===== src/rtl/voice_allocator_pkg.sv =====
`default_nettype none
// +-----------------------------------------------------------------------+
// | Module   : voice_allocator_pkg                                        |
// | Purpose  : Shared types and default sizing for the voice allocator.   |
// | Revision : 1.0 - initial release                                      |
// +-----------------------------------------------------------------------+
package voice_allocator_pkg;

   localparam int NUM_VOICES_DEFAULT = 4;
   localparam int NOTE_WIDTH_DEFAULT = 7;
   localparam int AGE_WIDTH_DEFAULT  = $clog2(NUM_VOICES_DEFAULT);

   // Full view of one voice; handy for models and debug.
   typedef struct packed {
      logic                          active;
      logic [NOTE_WIDTH_DEFAULT-1:0] note;
      logic [NOTE_WIDTH_DEFAULT-1:0] velocity;
      logic [AGE_WIDTH_DEFAULT-1:0]  age;
   } voice_state_t;

   typedef enum logic [1:0] {
      IDLE   = 2'd0,
      SCAN   = 2'd1,
      COMMIT = 2'd2
   } alloc_state_t;

   typedef enum logic [2:0] {
      MATCH   = 3'd0,
      FREE    = 3'd1,
      STEAL   = 3'd2,
      RELEASE = 3'd3,
      NONE    = 3'd4
   } decision_t;

endpackage
`default_nettype wire


===== src/rtl/voice_allocator_if.sv =====
`default_nettype none
// +-----------------------------------------------------------------------+
// | Module   : voice_allocator_if                                         |
// | Purpose  : Note event valid/ready channel into the voice allocator.   |
// | Revision : 1.0 - initial release                                      |
// +-----------------------------------------------------------------------+
interface voice_allocator_if
   import voice_allocator_pkg::*;
#(
   parameter int NOTE_WIDTH = NOTE_WIDTH_DEFAULT
);
   logic [NOTE_WIDTH-1:0] in_note;
   logic [NOTE_WIDTH-1:0] in_velocity;
   logic                  in_on;
   logic                  in_valid;
   logic                  in_ready;

   modport master (output in_note, in_velocity, in_on, in_valid, input in_ready);
   modport slave  (input in_note, in_velocity, in_on, in_valid, output in_ready);
endinterface
`default_nettype wire


===== src/rtl/voice_allocator_age_tracker.sv =====
`default_nettype none
// +-----------------------------------------------------------------------+
// | Module   : voice_age_tracker                                          |
// | Purpose  : Per-voice age counters, updated once per committed event.  |
// | Revision : 1.0 - initial release                                      |
// +-----------------------------------------------------------------------+
module voice_age_tracker
   import voice_allocator_pkg::*;
#(
   parameter int NUM_VOICES = NUM_VOICES_DEFAULT,
   parameter int AGE_WIDTH  = $clog2(NUM_VOICES)
) (
   input  wire logic                            clock_50_000_000,
   input  wire logic                            reset_l,
   input  wire logic                            i_commit,
   input  wire decision_t                       i_decision,
   input  wire logic [$clog2(NUM_VOICES)-1:0]   i_voice_sel,
   input  wire logic [NUM_VOICES-1:0]           i_active,
   output logic      [NUM_VOICES*AGE_WIDTH-1:0] o_ages
);
   localparam logic [AGE_WIDTH-1:0] C_AGE_MAX = AGE_WIDTH'(NUM_VOICES - 1);

   logic [AGE_WIDTH-1:0] r_age [NUM_VOICES];
   logic [AGE_WIDTH-1:0] w_sel_age;

   assign w_sel_age = r_age[i_voice_sel];

   // Chosen voice becomes youngest; others age according to how it was chosen.
   always_ff @(posedge clock_50_000_000 or negedge reset_l) begin
      if (!reset_l) begin
         for (int i = 0; i < NUM_VOICES; i++) r_age[i] <= '0;
      end else if (i_commit && i_decision != NONE) begin
         for (int i = 0; i < NUM_VOICES; i++) begin
            if (i == int'(i_voice_sel)) begin
               r_age[i] <= '0;
            end else if (i_active[i]) begin
               case (i_decision)
                  FREE:
                     if (r_age[i] != C_AGE_MAX) r_age[i] <= r_age[i] + AGE_WIDTH'(1);
                  MATCH, STEAL:
                     // Only voices younger than the reused one move up, keeping ages unique.
                     if (r_age[i] < w_sel_age) r_age[i] <= r_age[i] + AGE_WIDTH'(1);
                  default: ;
               endcase
            end
         end
      end
   end

   generate
      for (genvar g = 0; g < NUM_VOICES; g++) begin : g_age_out
         assign o_ages[g*AGE_WIDTH +: AGE_WIDTH] = r_age[g];
      end
   endgenerate
endmodule
`default_nettype wire


===== src/rtl/voice_allocator.sv =====
`default_nettype none
// +-----------------------------------------------------------------------+
// | Module   : voice_allocator                                            |
// | Purpose  : Assigns note-on/off events to voices: match, free, steal.  |
// | Revision : 1.0 - initial release                                      |
// +-----------------------------------------------------------------------+
module voice_allocator
   import voice_allocator_pkg::*;
#(
   parameter int NUM_VOICES = NUM_VOICES_DEFAULT,
   parameter int NOTE_WIDTH = NOTE_WIDTH_DEFAULT,
   parameter int AGE_WIDTH  = $clog2(NUM_VOICES)
) (
   input  wire logic                             clock_50_000_000,
   input  wire logic                             reset_l,
   voice_allocator_if.slave                      evt,
   output logic      [NUM_VOICES-1:0]            voice_active,
   output logic      [NUM_VOICES*NOTE_WIDTH-1:0] voice_note,
   output logic      [NUM_VOICES*NOTE_WIDTH-1:0] voice_velocity,
   output logic      [NUM_VOICES-1:0]            voice_trigger,
   output logic      [NUM_VOICES-1:0]            voice_release,
   output logic                                  steal
);
   localparam int                   IDX_WIDTH  = $clog2(NUM_VOICES);
   localparam logic [IDX_WIDTH-1:0] C_LAST_IDX = IDX_WIDTH'(NUM_VOICES - 1);

   alloc_state_t r_state, w_state_next;
   logic         w_ready, w_accept, w_commit;

   logic                  r_evt_on;
   logic [NOTE_WIDTH-1:0] r_evt_note, r_evt_vel;

   logic [IDX_WIDTH-1:0] r_idx;
   logic                 r_match_found, r_free_found, r_old_found;
   logic [IDX_WIDTH-1:0] r_match_idx, r_free_idx, r_old_idx;
   logic [AGE_WIDTH-1:0] r_old_age;

   logic [NUM_VOICES-1:0]  r_active, r_trigger, r_release;
   logic [NOTE_WIDTH-1:0]  r_note [NUM_VOICES];
   logic [NOTE_WIDTH-1:0]  r_vel  [NUM_VOICES];
   logic                   r_steal;

   logic [NUM_VOICES*AGE_WIDTH-1:0] w_ages;
   logic [AGE_WIDTH-1:0]            w_scan_age;
   decision_t                       w_decision;
   logic [IDX_WIDTH-1:0]            w_sel;

   assign w_scan_age   = w_ages[r_idx*AGE_WIDTH +: AGE_WIDTH];
   assign evt.in_ready = w_ready;

   // State register.
   always_ff @(posedge clock_50_000_000 or negedge reset_l) begin
      if (!reset_l) r_state <= IDLE;
      else          r_state <= w_state_next;
   end

   // Next-state and handshake decode.
   always_comb begin
      w_state_next = r_state;
      w_ready      = 1'b0;
      w_accept     = 1'b0;
      w_commit     = 1'b0;
      case (r_state)
         IDLE: begin
            w_ready = 1'b1;
            if (evt.in_valid) begin
               w_accept     = 1'b1;
               w_state_next = SCAN;
            end
         end
         SCAN:    if (r_idx == C_LAST_IDX) w_state_next = COMMIT;
         COMMIT: begin
            w_commit     = 1'b1;
            w_state_next = IDLE;
         end
         default: w_state_next = IDLE;
      endcase
   end

   // Latch the accepted event, then walk the voices recording candidates.
   always_ff @(posedge clock_50_000_000 or negedge reset_l) begin
      if (!reset_l) begin
         r_evt_on      <= 1'b0;
         r_evt_note    <= '0;
         r_evt_vel     <= '0;
         r_idx         <= '0;
         r_match_found <= 1'b0;
         r_free_found  <= 1'b0;
         r_old_found   <= 1'b0;
         r_match_idx   <= '0;
         r_free_idx    <= '0;
         r_old_idx     <= '0;
         r_old_age     <= '0;
      end else if (w_accept) begin
         r_evt_note    <= evt.in_note;
         r_evt_vel     <= evt.in_velocity;
         // Zero-velocity note-on is a note-off by MIDI convention.
         r_evt_on      <= evt.in_on && (evt.in_velocity != '0);
         r_idx         <= '0;
         r_match_found <= 1'b0;
         r_free_found  <= 1'b0;
         r_old_found   <= 1'b0;
         r_old_age     <= '0;
      end else if (r_state == SCAN) begin
         if (r_active[r_idx] && r_note[r_idx] == r_evt_note && !r_match_found) begin
            r_match_found <= 1'b1;
            r_match_idx   <= r_idx;
         end
         if (!r_active[r_idx] && !r_free_found) begin
            r_free_found <= 1'b1;
            r_free_idx   <= r_idx;
         end
         // Strict compare so ties keep the lowest index.
         if (r_active[r_idx] && (!r_old_found || w_scan_age > r_old_age)) begin
            r_old_found <= 1'b1;
            r_old_idx   <= r_idx;
            r_old_age   <= w_scan_age;
         end
         r_idx <= r_idx + IDX_WIDTH'(1);
      end
   end

   // Resolve the scan results into one decision and target voice.
   always_comb begin
      w_decision = NONE;
      w_sel      = '0;
      if (r_evt_on) begin
         if (r_match_found) begin
            w_decision = MATCH;
            w_sel      = r_match_idx;
         end else if (r_free_found) begin
            w_decision = FREE;
            w_sel      = r_free_idx;
         end else begin
            w_decision = STEAL;
            w_sel      = r_old_idx;
         end
      end else if (r_match_found) begin
         w_decision = RELEASE;
         w_sel      = r_match_idx;
      end
   end

   // Voice outputs change only on commit; pulses self-clear the next cycle.
   always_ff @(posedge clock_50_000_000 or negedge reset_l) begin
      if (!reset_l) begin
         r_active  <= '0;
         r_trigger <= '0;
         r_release <= '0;
         r_steal   <= 1'b0;
         for (int i = 0; i < NUM_VOICES; i++) begin
            r_note[i] <= '0;
            r_vel[i]  <= '0;
         end
      end else begin
         r_trigger <= '0;
         r_release <= '0;
         r_steal   <= 1'b0;
         if (w_commit) begin
            case (w_decision)
               MATCH, FREE, STEAL: begin
                  r_active[w_sel]  <= 1'b1;
                  r_note[w_sel]    <= r_evt_note;
                  r_vel[w_sel]     <= r_evt_vel;
                  r_trigger[w_sel] <= 1'b1;
                  r_steal          <= (w_decision == STEAL);
               end
               // Note and velocity are kept for the envelope tail.
               RELEASE: begin
                  r_active[w_sel]  <= 1'b0;
                  r_release[w_sel] <= 1'b1;
               end
               default: ;
            endcase
         end
      end
   end

   voice_age_tracker #(
      .NUM_VOICES (NUM_VOICES),
      .AGE_WIDTH  (AGE_WIDTH)
   ) u_age_tracker (
      .clock_50_000_000 (clock_50_000_000),
      .reset_l          (reset_l),
      .i_commit         (w_commit),
      .i_decision       (w_decision),
      .i_voice_sel      (w_sel),
      .i_active         (r_active),
      .o_ages           (w_ages)
   );

   generate
      for (genvar g = 0; g < NUM_VOICES; g++) begin : g_voice_out
         assign voice_note[g*NOTE_WIDTH +: NOTE_WIDTH]     = r_note[g];
         assign voice_velocity[g*NOTE_WIDTH +: NOTE_WIDTH] = r_vel[g];
      end
   endgenerate

   assign voice_active  = r_active;
   assign voice_trigger = r_trigger;
   assign voice_release = r_release;
   assign steal         = r_steal;
endmodule
`default_nettype wire


===== src/flat_wrapper.sv =====
// flat-port wrapper written by rule: the top's interface ports become plain ports
module voice_allocator_flat import voice_allocator_pkg::*;
#(
   parameter int NUM_VOICES = NUM_VOICES_DEFAULT,
   parameter int NOTE_WIDTH = NOTE_WIDTH_DEFAULT,
   parameter int AGE_WIDTH  = $clog2(NUM_VOICES)
)
  (clock_50_000_000, reset_l, voice_active, voice_note, voice_velocity, voice_trigger, voice_release, steal, evt_in_note, evt_in_velocity, evt_in_on, evt_in_valid, evt_in_ready);
  voice_allocator_if #(.NOTE_WIDTH(NOTE_WIDTH)) evt_i ();
  input  wire logic clock_50_000_000;
  input  wire logic reset_l;
  output logic      [NUM_VOICES-1:0] voice_active;
  output logic      [NUM_VOICES*NOTE_WIDTH-1:0] voice_note;
  output logic      [NUM_VOICES*NOTE_WIDTH-1:0] voice_velocity;
  output logic      [NUM_VOICES-1:0] voice_trigger;
  output logic      [NUM_VOICES-1:0] voice_release;
  output logic steal;
  input wire logic [$bits(evt_i.in_note)-1:0] evt_in_note;
  input wire logic [$bits(evt_i.in_velocity)-1:0] evt_in_velocity;
  input wire logic [$bits(evt_i.in_on)-1:0] evt_in_on;
  input wire logic [$bits(evt_i.in_valid)-1:0] evt_in_valid;
  output wire logic [$bits(evt_i.in_ready)-1:0] evt_in_ready;
  assign evt_i.in_note = evt_in_note;
  assign evt_i.in_velocity = evt_in_velocity;
  assign evt_i.in_on = evt_in_on;
  assign evt_i.in_valid = evt_in_valid;
  assign evt_in_ready = evt_i.in_ready;
  voice_allocator #(.NUM_VOICES(NUM_VOICES), .NOTE_WIDTH(NOTE_WIDTH), .AGE_WIDTH(AGE_WIDTH)) u_core (.clock_50_000_000(clock_50_000_000), .reset_l(reset_l), .evt(evt_i), .voice_active(voice_active), .voice_note(voice_note), .voice_velocity(voice_velocity), .voice_trigger(voice_trigger), .voice_release(voice_release), .steal(steal));
endmodule

===== config.mk =====
export PLATFORM = sky130hd
export DESIGN_NAME = voice_allocator_flat
export DESIGN_NICKNAME = d
export VERILOG_FILES = /design/src/rtl/voice_allocator_pkg.sv /design/src/rtl/voice_allocator_if.sv /design/src/rtl/voice_allocator_age_tracker.sv /design/src/rtl/voice_allocator.sv /design/src/flat_wrapper.sv
export SDC_FILE = /design/constraint.sdc
export NUM_CORES = 1
export LEC_CHECK = 0
export ABC_AREA = 1
export BUFFER_PORTS_ARGS = -buffer_cell sky130_fd_sc_hd__buf_2
export CORE_MARGIN = 2
export CORE_UTILIZATION = 60
export DETAILED_ROUTE_END_ITERATION = 8
export PLACE_DENSITY = 0.85
export SYNTH_ARGS = -nofsm -noshare
export SYNTH_HDL_FRONTEND = slang
export SYNTH_SLANG_ARGS = --single-unit

===== constraint.sdc =====
create_clock -name clock_50_000_000 -period 6.3 [get_ports clock_50_000_000]
set_input_delay 0.63 -clock clock_50_000_000 [delete_from_list [all_inputs] [get_ports clock_50_000_000]]
set_output_delay 0.63 -clock clock_50_000_000 [all_outputs]
set_load 0.01 [all_outputs]

==> impl_results.md <==
* Status: finished clean
* Syn Inst Count at 565
* Maximum net fanout on the critical path at 27
* First-pass GRT wire length at approximately 18,000 um
* Top delay family on crit path: compound AO/OA/AOI/OAI gates
* Detailed placement HPWL at 7837 um
* Seq cells post-synth at ~110
* Detail Route Antenna Nets at 0
* PD cells at just over 400 nW/um^2
* Clock Path Buffers at 2
* Vias in the first global route at 3,886
* Total CTS buffers at 9
* TNS Setup at 0 ns
* Final hold violations at 0
* Post-CTS Repair Setup Buffers at 0
* Synth cell count leaders: 157 x nand2_1, 107 x dfrtp_1, 59 x o21ai_0
* First-pass iteration count of the detailed router at 6
* Net Count, Synth at between 500 and 600
* Layout area overhead at 12.31%
* Post-synth top flop: dfrtp_1
* Vias per inst at ~5.4
* Final net count at about 670
* Startpoint Class: register
* Sequential cell area fraction in the yosys report at between 50% and 60%
* IO Port Bufs at 87
* # diodes at 0
* Clock transition at path regs at 0.10 ns
* CTS sink count at 107
* CP max stage delay at 0.87 ns
* Yosys warnings at 0
* Crit share post-route at between 50% and 60%
* CP Capture Type: register
* Final WL at around 11,000 um
* Final setup fails at 0
* CTS H-tree lvls at 3
* Post-synth top area cell: dfrtp_1
* Die area at roughly 8900 um^2
* Slew HR at slightly below 30%
* Setup Crit Path Kind: reg -> reg
* Global Route Usage Sum at 26.40%
* Slowest CP cell: dfrtp_1
* Min cycle time layout at ~3.2 ns
* Initial DRC count at roughly 360
* Synth top area share at around 54%
* CTS Root Cell: clkbuf_8
* WP data required at 6.54 ns
* Antenna violations before repair at 0
* Leakage at about 0.0029 uW
* WL per Instance at between 10 and 15 um
* Max VDD drop at between 0.2 and 0.3 mV
* Post-CTS sizing at 0
* Synthesized area at just under 5000 um^2
* Clk_lat worst skew at between 0.3 and 0.4 ns
* Die width at approximately 95 um
* Syn avg cell area at around 8.7 um^2
* Share of cells above drive strength 1 at between 20% and 30%
* Top-count cell post-synth: nand2_1
* Max cap viols at 0
* Final std cells w/o fill at approximately 750
* Routability congestion estimate at about 0.90
* EDFF count, synth at 0
* Cell variety after synth at 33
* Die H at ~95 um
* Largest net degree at the start of global routing at approximately 90
* Buf+Inv Stages, Crit Path at 3
* Max Fclk at around 0.32 GHz
* HP Class: in -> async
* Placed insts at roughly 740
* Ports at 88
* Critical-path cell list: inv_1 > o21ai_0 > a21oi_1 > a21oi_1 > ha_1 > inv_1 > o21bai_1 > a21oi_1 > nor3_1 > inv_1 > nand2_1 > o21ai_0
* Core ar. at slightly above 8000 um^2
* Initial Util at a little over 60%
* Synth top area cells: dfrtp_1 54%, nand2_1 12%, o21ai_0 6.0%, inv_1 3.8%, nand3_1 3.5%
* CTS tree: built
* DRC viols at 0
* Worst Tran Pin Value at between 1 and 1.5 ns
* Gr ovfl total at 0
* Num rows at 33
* Fin. max-slew vios at 0
* DR vias at approximately 4,100
* Clock skew at roughly 0.012 ns
* RSZ-0062 raised after global routing: no
* Cts-stage hold buffer count at 0
* Ys async rst share at 100.0%
* Critical Path AT at between 3 and 4 ns
[cell usage in the layout, fill, tap and decap left out]
cell        instances
ha_1                7
nand2_1           157
o21bai_1            1
nor3_1              4
clkinvlp_4          2
nor2_2              6
a22o_1              1
clkinv_4            1
inv_8               3
dfrtp_1           107
clkinv_1            1
inv_2              10
nand3_2             3
a211oi_1            4
nor2_1             24
nand3_4             1
buf_4               2
clkbuf_8            9
nand4_2             1
nor2_4              2
buf_2              86
a31oi_1             1
o21ai_0            59
o22ai_1             3
nand3_1            34
o2111ai_1           2
o21ai_2            10
xor2_1              4
a21oi_1             9
nand4_1            13
nor4_1              1
inv_1              50
nand2_2             2
o31ai_1             1
o21ai_1            25
[power by group]
part,internal [uW],switching (uW),leakage [uW]
combinational,295,581,0.00137
clock,150,244,0.0000873
sequential,860,151,0.00141
[area by class of cell]
cell class	count	area, um^2
sequential	107	2678
fill	689	2566
multi-input combinational	375	1862
timing repair buffer	88	445.4
inverter	61	229.0
tap	105	131.4
clock buffer	9	123.9
clock inverter	6	57.56
[routing by layer]
layer	vias up	GRT usage [%]	wire, um
li1	2003	-	-
met1	1939	36.02	4980
met2	121	42.32	5293
met3	16	6.065	637
met4	0	8.575	176
met5	-	0	0
[cells by family after synthesis]
family	share of synthesized area, %
and+or+nand+nor	22.15
DFF	54.41
AOI/OAI and AO/OA	13.20
xor gates and xnor gates	0.7119
adders and majority gates	1.780
buffers and inverters	7.755
[worst paths after layout]
| path | end | slack (ns) | startpoint | depth (start not counted) |
|---|---|---|---|---|
| worst max-delay path | u_core.r_old_idx[1] | 3.15 | u_core.r_idx[0] | 12 |
| worst min-delay path | u_core.voice_trigger[3] | 0.11 | reset_l | 1 |
| worst max register to register | u_core.r_old_idx[1] | 3.15 | u_core.r_idx[0] | 12 |
| worst min register to register | u_core.voice_velocity[9] | 0.48 | u_core.voice_velocity[9] | 2 |
| max in group asynchronous | u_core.r_free_idx[1] | 4.85 | reset_l | 2 |
| min in group clock_50_000_000 | u_core.r_evt_note[3] | 0.45 | evt_in_note[3] | 3 |
[flip-flops by register name (all words and copies together), names as in the netlist, 2 cells and up, named ones only]
signal and count:
u_core.voice_trigger 4, u_core.r_match_idx 2, u_core.r_old_idx 2, u_core.r_evt_vel 7, u_core.r_free_idx 2, u_core.voice_release 4, u_core.r_idx 2, u_core.r_evt_note 7
u_core.voice_velocity 28, u_core.voice_note 28, u_core.u_age_tracker.o_ages 8, u_core.r_state 2, u_core.r_old_age 2
[metrics by stage]
stage	util, %	cell area, um^2	hold slack [ns]	total power (uW)	setup WS [ns]
detailed placement	66.05	5345	0.4625	1886	3.252
finish	68.29	5527	0.1148	2282	3.148
floorplan	-	4921	0.3344	1616	4.184
CTS	68.29	5527	0.1163	2280	3.214
global route	68.29	5527	0.1202	2450	2.909
global placement	66.05	5345	0.4615	1839	3.507
No activity file was read; power rests on OpenSTA's default activity.
